## src/rtl/eth_ingress_buf_if.sv

```systemverilog
// MAC-side input stream, switch-side output stream and status counters of one ingress buffer.
// The buffer uses the slave modport; the MAC/switch environment uses the master modport.
interface eth_ingress_buf_if #(
   parameter int DEPTH  = 16,
   parameter int DATA_W = 32
);
   localparam int CNT_W = $clog2(DEPTH) + 1;

   logic [DATA_W-1:0] inData;
   logic              inSop;
   logic              inEop;
   logic              portStall;
   logic [DATA_W-1:0] outData;
   logic              outSop;
   logic              outEop;
   logic [CNT_W-1:0]  pktCount;
   logic [15:0]       dropCount;

   modport master (
      output inData, inSop, inEop, portStall,
      input  outData, outSop, outEop, pktCount, dropCount
   );

   modport slave (
      input  inData, inSop, inEop, portStall,
      output outData, outSop, outEop, pktCount, dropCount
   );
endinterface

```

## src/rtl/eth_ingress_buf.sv

```systemverilog
// Store-and-forward ingress buffer: holds whole packets from a MAC that cannot be stalled
// and releases each complete packet to the switch port as one contiguous burst.
module eth_ingress_buf #(
   parameter int DEPTH  = 16,
   parameter int DATA_W = 32
) (
   input logic              clk,
   input logic              resetN,
   eth_ingress_buf_if.slave bus
);
   localparam int AW = $clog2(DEPTH);
   localparam int PW = AW + 1;

   typedef enum logic [1:0] {W_IDLE, W_RECV, W_DISCARD} wr_state_t;
   typedef enum logic       {R_IDLE, R_SEND}            rd_state_t;

   logic [DATA_W:0]   mem [DEPTH];
   logic [PW-1:0]     wr_ptr, cm_ptr, rd_ptr;
   wr_state_t         wr_state;
   rd_state_t         rd_state;
   logic [DATA_W-1:0] out_data;
   logic              out_sop, out_eop;
   logic [PW-1:0]     pkt_count;
   logic [15:0]       drop_count;

   // Write-side decisions. A sop arriving mid-packet first rolls the partial packet back,
   // so the new packet is sized against the space left after that rollback.
   logic          abort, word_in, full, overflow, wr_en, commit;
   logic [PW-1:0] base, used;
   logic [1:0]    drop_inc;
   logic [16:0]   drop_sum;

   assign abort    = (wr_state == W_RECV) && bus.inSop;
   assign base     = abort ? cm_ptr : wr_ptr;
   assign used     = base - rd_ptr;
   assign full     = (used == PW'(DEPTH));
   assign word_in  = bus.inSop || (wr_state == W_RECV);
   assign overflow = word_in && full;
   assign wr_en    = word_in && !full;
   assign commit   = wr_en && bus.inEop;
   assign drop_inc = 2'(abort) + 2'(overflow);
   assign drop_sum = {1'b0, drop_count} + 17'(drop_inc);

   // Read-side decisions.
   logic          start, emit, pop_eop;
   logic [DATA_W:0] rd_word;

   assign rd_word = mem[rd_ptr[AW-1:0]];
   assign start   = (rd_state == R_IDLE) && (pkt_count != '0) && !bus.portStall;
   assign emit    = start || (rd_state == R_SEND);
   assign pop_eop = emit && rd_word[DATA_W];

   // NOTE: the packet store carries no reset; pointers alone define which entries are live.
   always_ff @(posedge clk) begin
      if (wr_en) mem[base[AW-1:0]] <= {bus.inEop, bus.inData};
   end

   // NOTE: all state below uses non-blocking assignments so every decision sees pre-edge values.
   always_ff @(posedge clk or negedge resetN) begin
      if (!resetN) begin
         wr_state <= W_IDLE;
         wr_ptr   <= '0;
         cm_ptr   <= '0;
      end else begin
         if (wr_en) begin
            wr_ptr   <= base + PW'(1);
            wr_state <= bus.inEop ? W_IDLE : W_RECV;
         end else if (overflow) begin
            wr_ptr   <= cm_ptr;
            wr_state <= bus.inEop ? W_IDLE : W_DISCARD;
         end else if (wr_state == W_DISCARD && bus.inEop) begin
            wr_state <= W_IDLE;
         end
         if (commit) cm_ptr <= base + PW'(1);
      end
   end

   always_ff @(posedge clk or negedge resetN) begin
      if (!resetN) begin
         rd_state <= R_IDLE;
         rd_ptr   <= '0;
         out_data <= '0;
         out_sop  <= 1'b0;
         out_eop  <= 1'b0;
      end else if (emit) begin
         rd_ptr   <= rd_ptr + PW'(1);
         out_data <= rd_word[DATA_W-1:0];
         out_sop  <= start;
         out_eop  <= rd_word[DATA_W];
         rd_state <= rd_word[DATA_W] ? R_IDLE : R_SEND;
      end else begin
         out_data <= '0;
         out_sop  <= 1'b0;
         out_eop  <= 1'b0;
      end
   end

   // A commit and a final-word emission on the same edge cancel out.
   always_ff @(posedge clk or negedge resetN) begin
      if (!resetN) begin
         pkt_count  <= '0;
         drop_count <= '0;
      end else begin
         unique case ({commit, pop_eop})
            2'b10:   pkt_count <= pkt_count + PW'(1);
            2'b01:   pkt_count <= pkt_count - PW'(1);
            default: ;
         endcase
         drop_count <= drop_sum[16] ? 16'hFFFF : drop_sum[15:0];
      end
   end

   assign bus.outData   = out_data;
   assign bus.outSop    = out_sop;
   assign bus.outEop    = out_eop;
   assign bus.pktCount  = pkt_count;
   assign bus.dropCount = drop_count;
endmodule
```

## src/flat_wrapper.sv

```systemverilog
// flat-port wrapper written by rule: the top's interface ports become plain ports
module eth_ingress_buf_flat 
#(
   parameter int DEPTH  = 16,
   parameter int DATA_W = 32
)
  (clk, resetN, bus_inData, bus_inSop, bus_inEop, bus_portStall, bus_outData, bus_outSop, bus_outEop, bus_pktCount, bus_dropCount);
  eth_ingress_buf_if #(.DEPTH(DEPTH), .DATA_W(DATA_W)) bus_i ();
  input logic clk;
  input logic resetN;
  input wire logic [$bits(bus_i.inData)-1:0] bus_inData;
  input wire logic [$bits(bus_i.inSop)-1:0] bus_inSop;
  input wire logic [$bits(bus_i.inEop)-1:0] bus_inEop;
  input wire logic [$bits(bus_i.portStall)-1:0] bus_portStall;
  output wire logic [$bits(bus_i.outData)-1:0] bus_outData;
  output wire logic [$bits(bus_i.outSop)-1:0] bus_outSop;
  output wire logic [$bits(bus_i.outEop)-1:0] bus_outEop;
  output wire logic [$bits(bus_i.pktCount)-1:0] bus_pktCount;
  output wire logic [$bits(bus_i.dropCount)-1:0] bus_dropCount;
  assign bus_i.inData = bus_inData;
  assign bus_i.inSop = bus_inSop;
  assign bus_i.inEop = bus_inEop;
  assign bus_i.portStall = bus_portStall;
  assign bus_outData = bus_i.outData;
  assign bus_outSop = bus_i.outSop;
  assign bus_outEop = bus_i.outEop;
  assign bus_pktCount = bus_i.pktCount;
  assign bus_dropCount = bus_i.dropCount;
  eth_ingress_buf #(.DEPTH(DEPTH), .DATA_W(DATA_W)) u_core (.clk(clk), .resetN(resetN), .bus(bus_i));
endmodule
```

## config.mk

```make
export PLATFORM = sky130hd
export DESIGN_NAME = eth_ingress_buf_flat
export DESIGN_NICKNAME = d
export VERILOG_FILES = /design/src/rtl/eth_ingress_buf_if.sv /design/src/rtl/eth_ingress_buf.sv /design/src/flat_wrapper.sv
export SDC_FILE = /design/constraint.sdc
export NUM_CORES = 1
export LEC_CHECK = 0
export BUFFER_PORTS_ARGS = -buffer_cell sky130_fd_sc_hd__buf_2
export CORE_ASPECT_RATIO = 1.4
export CORE_UTILIZATION = 60
export DETAILED_ROUTE_END_ITERATION = 6
export PLACE_DENSITY_LB_ADDON = 0.05
export SETUP_SLACK_MARGIN = 0.15
export SYNTH_ARGS = -nofsm -noshare
export SYNTH_HDL_FRONTEND = slang
export SYNTH_SLANG_ARGS = --single-unit
```

## constraint.sdc

```tcl
create_clock -name clk -period 10.8 [get_ports clk]
set_clock_uncertainty 0.1 [all_clocks]
set_input_delay 1.62 -clock clk [delete_from_list [all_inputs] [get_ports clk]]
set_output_delay 1.62 -clock clk [all_outputs]
set_load 0.02 [all_outputs]
```

### Word level (Yosys, flattened, before mapping)

Memories as Yosys holds them, arrays and structs flattened.
Index checks and enable logic that the tools add are counted.

| cells by class | value |
|---|---|
| mux-type cells | 16 |
| bitwise operators | 1 |
| equal/unequal tests | 5 |
| add/subtract/negate cells | 7 |
| reduce and logical (&&, ||, !) cells | 16 |

Operator list:

| operator | number |
|---|---|
| 32-bit 2-to-1 mux | 1 |
| 16-bit by 2-bit adder with 17-bit output | 1 |
| 16-bit 2-to-1 mux | 1 |
| 5-bit by 1-bit adder with 5-bit output, second input constant | 3 |
| 5-bit 2-to-1 mux | 3 |
| 5-bit one-hot mux with 2 select lines | 1 |
| 1-bit logical AND | 8 |
| 2-bit 2-to-1 mux | 4 |
| 1-bit 2-to-1 mux | 6 |
| 5-bit equality test, second input constant | 1 |
| 5-bit nonzero test | 1 |
| 5-bit by 1-bit subtractor with 5-bit output, second input constant | 1 |
| 5-bit subtractor | 1 |
| 2-bit by 1-bit equality test with 1-bit output, second input constant | 2 |
| 2-bit equality test, second input constant | 2 |
| 2-bit nonzero test | 2 |
| 3-bit nonzero test | 1 |
| 1-bit by 1-bit adder with 2-bit output | 1 |
| 1-bit zero test | 2 |
| 1-bit logical OR | 2 |
| 1-bit NOT | 1 |

| storage, ports and cells | value |
|---|---|
| bits in registers | 73 |
| memories | 1 |
| RAM bits | 528 |
| logic and storage cells | 56 |

Memories:

| memory | words | width | rd ports | clocked after Yosys merged registers in | wr ports | RTL line | source |
|---|---|---|---|---|---|---|---|
| u_core.mem | 16 | 33 | 1 | 0 | 1 | eth_ingress_buf.sv:17 | `logic [DATA_W:0] mem [DEPTH];` |

### Longest topological paths before layout

Gate-level depths: netlist of run 1.

| logic depth | value |
|---|---|
| depth in word-level cells | 10 |
| mapped depth | 21 |
| gate-level depth less buffers | 20 |

### Worst setup path before layout of run 1

Ideal clock, no wire load.

| path | value |
|---|---|
| kind | in2reg |
| start | in bus_inSop |
| end | reg u_core.drop_count[0], in the netlist u_core.bus.dropCount[0] |
| data arrival time | 5.317 ns |
| path buffers | 2 |
| required time | 10.632 ns |
| stages on the path | 20 |
| path slack | 5.314 ns |
| cell sequence | nand3b_4 nand2_1 and2_1 clkbuf_1 inv_1 ha_1 a21oi_1 nand2_1 nor2_1 o2bb2a_1 nor3_1 inv_1 fa_1 inv_1 ha_1 and4_1 nand4_1 or2_2 clkbuf_1 nand2_1 |

| on the way | value |
|---|---|
| cells in the longest elaborated chain, start to end | 8 |
| elaborated cells between the ends (all ways) | 9 |
| classes of those cells | 3 x add/sub; 1 x eq/ne; 2 x mux; 3 x reduce/logical |

RTL lines:

| what | RTL line | source |
|---|---|---|
| from (decl) | flat_wrapper.sv:12 | `input wire logic [$bits(bus_i.inSop)-1:0] bus_inSop;` |
| 1-bit logical AND | eth_ingress_buf.sv:33 | `assign abort = (wr_state == W_RECV) && bus.inSop;` |
| 5-bit 2-to-1 mux | eth_ingress_buf.sv:34 | `assign base = abort ? cm_ptr : wr_ptr;` |
| 5-bit subtractor | eth_ingress_buf.sv:35 | `assign used = base - rd_ptr;` |
| 5-bit equality test | eth_ingress_buf.sv:36 | `assign full = (used == PW'(DEPTH));` |
| 1-bit logical AND | eth_ingress_buf.sv:38 | `assign overflow = word_in && full;` |
| 1-bit by 1-bit adder with 2-bit output (*) | eth_ingress_buf.sv:41 | `assign drop_inc = 2'(abort) + 2'(overflow);` |
| 16-bit by 2-bit adder with 17-bit output (*) | eth_ingress_buf.sv:42 | `assign drop_sum = {1'b0, drop_count} + 17'(drop_inc);` |
| 16-bit 2-to-1 mux (*) | eth_ingress_buf.sv:109 | `drop_count <= drop_sum[16] ? 16'hFFFF : drop_sum[15:0];` |
| to (signal assigned) | eth_ingress_buf.sv:109 |  |
| to (decl) | eth_ingress_buf.sv:24 | `logic [15:0] drop_count;` |

Mark *: on every way between the ends. The rest lies on a longest branch, timed or not.
A chain may end at the register's enable or synchronous reset.

### Worst setup path in the final report of run 1

| path | value |
|---|---|
| start | in bus_inSop |
| end | reg u_core.drop_count[3], in the netlist u_core.bus.dropCount[3] |

Same word-level chain as after synthesis.

==> impl_metrics.csv, run 1 <==
group,metric,value,unit
setup_path,slowest_delay,0.47,ns
clock_network,cts_tree,"built",
synthesis,ys_types,45,
setup_path,crit_required,11.19,ns
grt,grt_pass1_wl,68250,microns
route,avgRoutedWirePerCell,27.31,microns
placed_design,routabilityCongestion,0.8195,
synthesis,avgSynthCellArea,22.20,sq um
route,wl,46100,microns
synthesis,yosysWarnings,0,
floorplan,dieArea,39320,sq um
clock_network,cts_resized,0,
synthesis,synth_common_cells,"edfxtp_1, mux4_2, dfrtp_1, nand2_1, nor2b_1",
power,p_clk_share,26.7,%
power,p_sw,0.002154,W
placed_design,dp_hpwl,22520,microns
min_path,min_path_type,"flop to flop",
floorplan,rows,84,
clock_network,htree_levels,2,
grt,grt_start_max_net_pins,114,
clock_network,cts_hold_buf,0,
setup_path,path_class,"primary input to flop",
cells_and_area,nets,1223,
run,cap_violations,0,
sta,hold_viol,0,
sta,worstMarginPinSlew,1.016,ns
setup_path,cp_slowest_cell,"or2_2",
sta,min_period,5.502,ns
sta,fin_tns_setup,0,ns
run_status,status,"finished clean",
sta,setup_viol,0,
placed_design,port-buffer-count,91,
cells_and_area,drive_gt1_share,32.95,%
synthesis,yosysSeqAreaShare,76.50,%
synthesis,synth_nets,1094,
synthesis,yosysTopAreaCell,"edfxtp_1",
synthesis,netlist.area_leader.share,68.60,%
setup_path,worstPathCellList,"buf_2 > nand3b_4 > nand2_1 > and2_1 > inv_1 > ha_1 > a21oi_1 > nand2_1 > nor2_1 > o2bb2a_1 > nor3_1 > inv_1 > fa_1 > inv_1 > ha_1 > and4_1 > nand4_1 > or2_2 > o21ai_0",
setup_path,cp_max_fo,14,
power,p_comb_share,30.3,%
setup_path,crit_path_end_kind,"flop",
setup_path,crit_family,"simple AND/OR/NAND/NOR gates",
setup_path,crit_buf_inv,4,
setup_path,critPathLaunchType,"primary input",
synthesis,synthArstFlopShare,12.15,%
route,drcViolationCount,0,
clock_network,cts_inserted_buffers,54,
sta,clock.fmax,181.8,MHz
grt,grt_pass1_vias,10850,
sta,post-route-period-util,50.94,%
clock_network,path_clk_slew,0.06,ns
grt,track_usage,24.44,%
clock_network,insertion_delay,0.58,ns
synthesis,synth_edf_count,528,
cells_and_area,area_growth,13.17,%
grt,overflow,0,
sta,maxSlewViolCount,0,
route,vias,10600,
floorplan,coreArea,37730,sq um
synthesis,ys_top_cells_by_area,"edfxtp_1, mux4_2, dfrtp_1",
synthesis,ys_seq_elements,601,
floorplan,die_h,234.2,microns
route,ant_nets,0,
floorplan,start_util,61.25,%
power,ir_worst_vdd,0.0001800,V
route,vias_per_cell,6.278,
route,drtIter0Drc,841,
synthesis,ys.flop_type,"edfxtp_1",
clock_network,postCtsSetupRepairBufs,0,
grt,grt_antenna_before_repair,2,
power,intPower,0.005147,W
clock_network,cts_num_sinks,601,
power,switching_share,29.50,%
cells_and_area,post-route-util,69.32,%
clock_network,cts_buffer_depth,3,
clock_network,cts-root-buf,"clkbuf_16",
sta,rsz0062_at_grt,"false",
power,p_per_area,279.1,nW/um^2
setup_path,critPathArrivalTime,5.89,ns
synthesis,syn_inst,1041,
setup_path,cpMostUsedCell,"inv_1",
floorplan,die_w,167.9,microns
synthesis,synth.most_common_cell,"edfxtp_1",
floorplan,io_pins,92,
sta,max_slew_margin,32.27,%
power,seq_power_share,43.0,%
route,firstDrtPassIters,7,
synthesis,syn-cell-area,23110,sq um
power,p_leak,8.912,nW
[cell usage in the layout, fill, tap and decap left out, types with 3 or more instances in the layout]
| cell | netlist | layout |
|---|---|---|
| clkinv_4 | 0 | 3 |
| nand4_1 | 4 | 4 |
| buf_2 | 10 | 90 |
| a21oi_1 | 6 | 6 |
| buf_4 | 0 | 25 |
| o21ai_0 | 12 | 12 |
| ha_1 | 14 | 14 |
| bufinv_16 | 0 | 6 |
| xor2_1 | 11 | 11 |
| nand2_1 | 35 | 35 |
| mux4_2 | 165 | 165 |
| clkbuf_8 | 0 | 9 |
| nor3_1 | 3 | 3 |
| dfrtp_1 | 73 | 70 |
| mux2i_1 | 4 | 4 |
| nor2_4 | 0 | 17 |
| nor2b_1 | 35 | 35 |
| clkbuf_1 | 26 | 12 |
| mux2_4 | 3 | 3 |
| and2_1 | 3 | 3 |
| inv_1 | 19 | 19 |
| nor2_1 | 25 | 8 |
| and3_1 | 3 | 3 |
| edfxtp_1 | 528 | 528 |
| nand3_1 | 6 | 6 |
| clkinv_1 | 0 | 3 |
| xnor2_1 | 15 | 15 |
| a221o_1 | 3 | 3 |
| clkinv_2 | 0 | 10 |
| clkbuf_16 | 0 | 55 |
[cell type report]
type,instances,area (sq um)
Clock inverter,24,284.0
Sequential cell,601,17690
Inverter,20,75.07
Multi-Input combinational cell,377,5309
Clock buffer,76,1545
Fill cell,2323,11570
Antenna cell,1,2.502
Tap cell,473,591.8
Timing Repair Buffer,116,658.1
[layer usage]
layer	wire length (microns)	track usage (%)	up-vias
li1	-	-	4519
met1	19130	33.26	5686
met2	23700	41.91	323
met3	2333	3.848	68
met4	921	6.365	2
met5	13	0	-
[flip-flops by register name (all words and copies together) (netlist names)]
signal	cells
u_core.mem	528
u_core.bus.outData	32
u_core.bus.dropCount	16
u_core.bus.pktCount	5
u_core.cm_ptr	5
u_core.rd_ptr	5
u_core.wr_ptr	5
u_core.wr_state	2
u_core.bus.outEop	1
u_core.bus.outSop	1
u_core.rd_state	1
[power groups by stage]
stage / Clock (W) / Sequential [W] / Combinational (W)
floorplan: 0 / 0.00321 / 0.00154
global placement: 0 / 0.00317 / 0.00223
detailed placement: 0 / 0.00319 / 0.00224
CTS: 0.00198 / 0.00314 / 0.00226
global route: 0.00206 / 0.00317 / 0.00238
finish: 0.00195 / 0.00314 / 0.00221
[path summary, 6_finish.rpt]
| check | start | endpoint | slack, ns | cells after the start |
|---|---|---|---|---|
| worst min-delay path | u_core.bus.pktCount[4] | u_core.bus.pktCount[4] | 0.39 | 1 |
| worst min register to register | u_core.bus.pktCount[4] | u_core.bus.pktCount[4] | 0.39 | 1 |
| max in group asynchronous | resetN | u_core.rd_ptr[0] | 8.56 | 2 |
| worst max register to register | u_core.wr_state[0] | u_core.bus.dropCount[3] | 6.00 | 18 |
| worst max-delay path | bus_inSop | u_core.bus.dropCount[3] | 5.30 | 19 |
| min in group asynchronous | resetN | u_core.bus.outData[2] | 0.90 | 1 |
[logic make-up (layout without fill, tap and decap cells)]
kind of cell,count (synthesis),count (layout),share of synthesized area [%]
compound gates,35,35,1.083
xor+xnor,26,26,0.9853
fa+ha+maj,16,16,0.9312
buf+inv,63,236,1.077
flops,601,601,76.50
mux,175,175,16.64
other cells,0,1,0
simple gates,125,125,2.777
[metrics by stage]
| step | power [W] | instances | hold slack [ns] | setup slack [ns] | cell area (sq um) |
|---|---|---|---|---|---|
| 2_1_floorplan | 0.004751 | 1041 | 0.3200 | 5.314 | 23110 |
| 3_3_place_gp | 0.005400 | 1587 | 0.3840 | 4.915 | 24320 |
| 3_5_place_dp | 0.005433 | 1587 | 0.3817 | 4.759 | 24320 |
| 4_1_cts | 0.007384 | 1687 | 0.3939 | 5.352 | 26150 |
| 5_1_grt | 0.007621 | 1687 | 0.4032 | 4.952 | 26150 |
| 6_report | 0.007301 | 1688 | 0.3915 | 5.298 | 26160 |
Power figures use the tool's default switching activity.
==> run 2: changes to the inputs <==
--- a/config.mk
+++ b/config.mk
@@ -5,6 +5,7 @@
 export SDC_FILE = /design/constraint.sdc
 export NUM_CORES = 1
 export LEC_CHECK = 0
+export ABC_AREA = 1
 export BUFFER_PORTS_ARGS = -buffer_cell sky130_fd_sc_hd__buf_2
 export CORE_ASPECT_RATIO = 1.4
 export CORE_UTILIZATION = 60
==> constraint.sdc (replaced) <==
create_clock -name clk -period 5.7 [get_ports clk]
set_clock_uncertainty 0.1 [all_clocks]
set_input_delay 0.855 -clock clk [delete_from_list [all_inputs] [get_ports clk]]
set_output_delay 0.855 -clock clk [all_outputs]
set_load 0.02 [all_outputs]
==> impl_metrics.csv, run 2 <==
group,metric,value,unit
run_status,status,"finished clean",
synthesis,synth_edf_count,528,
route,wl,55270,microns
setup_path,crit_family,"simple AND/OR/NAND/NOR gates",
sta,setup_viol,0,
cells_and_area,fillers,2893,
power,seq_power_share,40.1,%
setup_path,worstPathCellList,"nand3_4 > o21ai_0 > inv_1 > ha_1 > inv_1 > nand3_1 > nand3_1 > nand2_1 > nor2_1 > nand3_4 > nor2_2 > inv_1 > fa_1 > inv_1 > ha_1 > nand2_1 > nor2_1 > nand3_1 > inv_1 > nand3_1 > nand3b_1",
route,vias_per_cell,5.890,
power,p_leak,10.15,nW
power,p_comb_share,34.5,%
clock_network,path_clk_slew,0.06,ns
setup_path,critPathLaunchType,"flop",
setup_path,critPathArrivalTime,5.14,ns
setup_path,critical_path_depth,21,
power,p_per_area,558.5,nW/um^2
synthesis,ys.flop_type,"edfxtp_1",
setup_path,crit_buf_inv,5,
floorplan,rows,86,
sta,maxSlewViolCount,0,
clock_network,cts_inserted_buffers,56,
setup_path,crit_path_end_kind,"flop",
floorplan,coreArea,39600,sq um
setup_path,path_class,"flop to flop",
cells_and_area,register_area,17690,sq um
synthesis,syn_inst,2009,
synthesis,synth_fa_ha_area_share,0.8889,%
synthesis,synth_nets,2062,
synthesis,yosysTopAreaCell,"edfxtp_1",
sta,post-route-period-util,83.31,%
synthesis,synth_common_cells,"nand2_1, edfxtp_1, a21oi_1, nand3_1, nor3_1",
sta,rsz0062_at_grt,"false",
cells_and_area,layout_common_cells,"nand2_1, edfxtp_1, a21oi_1, nand3_1, nor3_1",
synthesis,synth_compound_area_share,6.630,%
synthesis,ys_seq_elements,601,
route,firstDrtPassIters,5,
synthesis,ys_types,35,
sta,fin_tns_setup,0,ns
sta,clock.fmax,210.6,MHz
grt,track_usage,27.63,%
grt,grt_start_max_net_pins,202,
cells_and_area,nets,2128,
setup_path,slowest_delay,0.52,ns
sta,worstMarginPinSlew,1.081,ns
grt,overflow,0,
synthesis,synth_top_family_by_area,"simple AND/OR/NAND/NOR gates",
setup_path,cp_slowest_cell,"dfrtp_1",
clock_network,cts_hold_buf,0,
synthesis,synth-simple-area-share,15.87,%
min_path,min_path_type,"primary input to async pin",
sta,max_slew_margin,27.96,%
synthesis,synthMuxAreaShare,0,%
route,vias,15620,
setup_path,crit_required,6.09,ns
grt,grt_pass1_vias,14910,
clock_network,cts_num_sinks,601,
cells_and_area,multi_input_area,5833,sq um
cells_and_area,post-route-util,68.43,%
synthesis,ys_top_cells_by_area,"edfxtp_1, nand2_1, dfrtp_1",
clock_network,cts_buffer_depth,3,
placed_design,routabilityCongestion,0.8056,
route,drcViolationCount,0,
clock_network,insertion_delay,0.59,ns
route,ant_nets,0,
clock_network,cts-root-buf,"clkbuf_16",
route,drtIter0Drc,1471,
floorplan,dieArea,41170,sq um
setup_path,ff2ff_setup_slack,0.95,ns
synthesis,synth_xor_xnor_area_share,0.3618,%
synthesis,yosysWarnings,0,
synthesis,syn-cell-area,24210,sq um
cells_and_area,drive_gt1_share,11.63,%
power,switching_share,37.20,%
power,intPower,0.009505,W
clock_network,cts_tree,"built",
route,avgRoutedWirePerCell,20.84,microns
cells_and_area,largest_reg_flops,528,
setup_path,reg2regPathDepth,21,
clock_network,htree_levels,2,
power,p_clk_share,25.4,%
synthesis,yosysSeqAreaShare,73.03,%
power,ir_worst_vdd,0.0003363,V
setup_path,cpMostUsedCell,"inv_1",
placed_design,port-buffer-count,91,
power,p_sw,0.005630,W
clock_network,postCtsSetupRepairBufs,0,
synthesis,netlist.area_leader.share,65.49,%
floorplan,start_util,61.14,%
run,cap_violations,0,
setup_path,cp_max_fo,13,
placed_design,dp_hpwl,27610,microns
synthesis,synth.most_common_cell,"nand2_1",
sta,min_period,4.749,ns
cells_and_area,layout_commonest_cell,"nand2_1",
grt,grt_pass1_wl,84660,microns
floorplan,die_w,171.8,microns
floorplan,die_h,239.7,microns
floorplan,io_pins,92,
cells_and_area,area_growth,11.93,%
synthesis,avgSynthCellArea,12.05,sq um
clock_network,cts_resized,0,
grt,grt_antenna_before_repair,2,
sta,hold_viol,0,
synthesis,synthArstFlopShare,12.15,%
[run 2: kinds of logic after synthesis]
group / count (synthesis)
simple gates: 901
xor+xnor: 10
compound gates: 300
buf+inv: 181
fa+ha+maj: 16
flops: 601
[run 2: layout make-up]
class	count	area share [%]
Multi-Input combinational cell	1227	21.53
Clock inverter	27	1.265
Timing Repair Buffer	128	2.761
Sequential cell	601	65.28
Inverter	61	0.8865
Tap cell	528	2.438
Antenna cell	1	0.009234
Clock buffer	79	5.832
[run 2: metal layers]
metal	global-route usage, %	part of all wire, %	up-vias
met5	0	0.024	-
met2	46.79	50	563
met1	37.62	41	7684
li1	-	-	7270
met4	8.179	2.5	2
met3	3.338	6.3	101
[run 2: worst paths after layout]
check                                        from                        to
min reg2reg                u_core.bus.pktCount[4]    u_core.bus.pktCount[4]
min in group clk           u_core.bus.pktCount[4]    u_core.bus.pktCount[4]
max                            u_core.wr_state[0]  u_core.bus.dropCount[14]
max reg2reg                    u_core.wr_state[0]  u_core.bus.dropCount[14]
min                                        resetN     u_core.bus.outData[1]
max in group asynchronous                  resetN          u_core.rd_ptr[0]
[run 2: power by group through the flow]
stage | Clock [W] | Combinational (W) | Sequential, W
after detailed placement | 0 | 0.00524 | 0.00615
after floorplan | 0 | 0.00355 | 0.00622
final | 0.00385 | 0.00522 | 0.00607
after global placement | 0 | 0.00512 | 0.00613
after CTS | 0.00391 | 0.00526 | 0.00607
after global routing | 0.00407 | 0.00581 | 0.00614
[run 2: worst reg2reg max path: stages, from the launching register on]
cell      delay (ns)
dfrtp_1         0.52
nand3_4         0.20
o21ai_0         0.50
inv_1           0.21
ha_1            0.23
inv_1           0.07
nand3_1         0.08
nand3_1         0.11
nand2_1         0.07
nor2_1          0.21
nand3_4         0.21
nor2_2          0.24
inv_1           0.09
fa_1            0.48
inv_1           0.09
ha_1            0.17
nand2_1         0.10
nor2_1          0.14
nand3_1         0.12
inv_1           0.13
nand3_1         0.37
nand3b_1        0.23
[run 2: stage by stage]
stage / power, W / worst slack [ns] / cell area, sq um / instances / hold WS (ns)
after floorplan: 0.009769 / 0.2429 / 24210 / 2009 / 0.3492
after global placement: 0.01125 / 0.7275 / 25170 / 2545 / 0.3799
after detailed placement: 0.01138 / 0.4733 / 25170 / 2545 / 0.3753
after CTS: 0.01524 / 0.9786 / 27100 / 2651 / 0.1322
after global routing: 0.01602 / 0.5314 / 27100 / 2652 / 0.1513
final: 0.01514 / 0.9512 / 27100 / 2652 / 0.1277
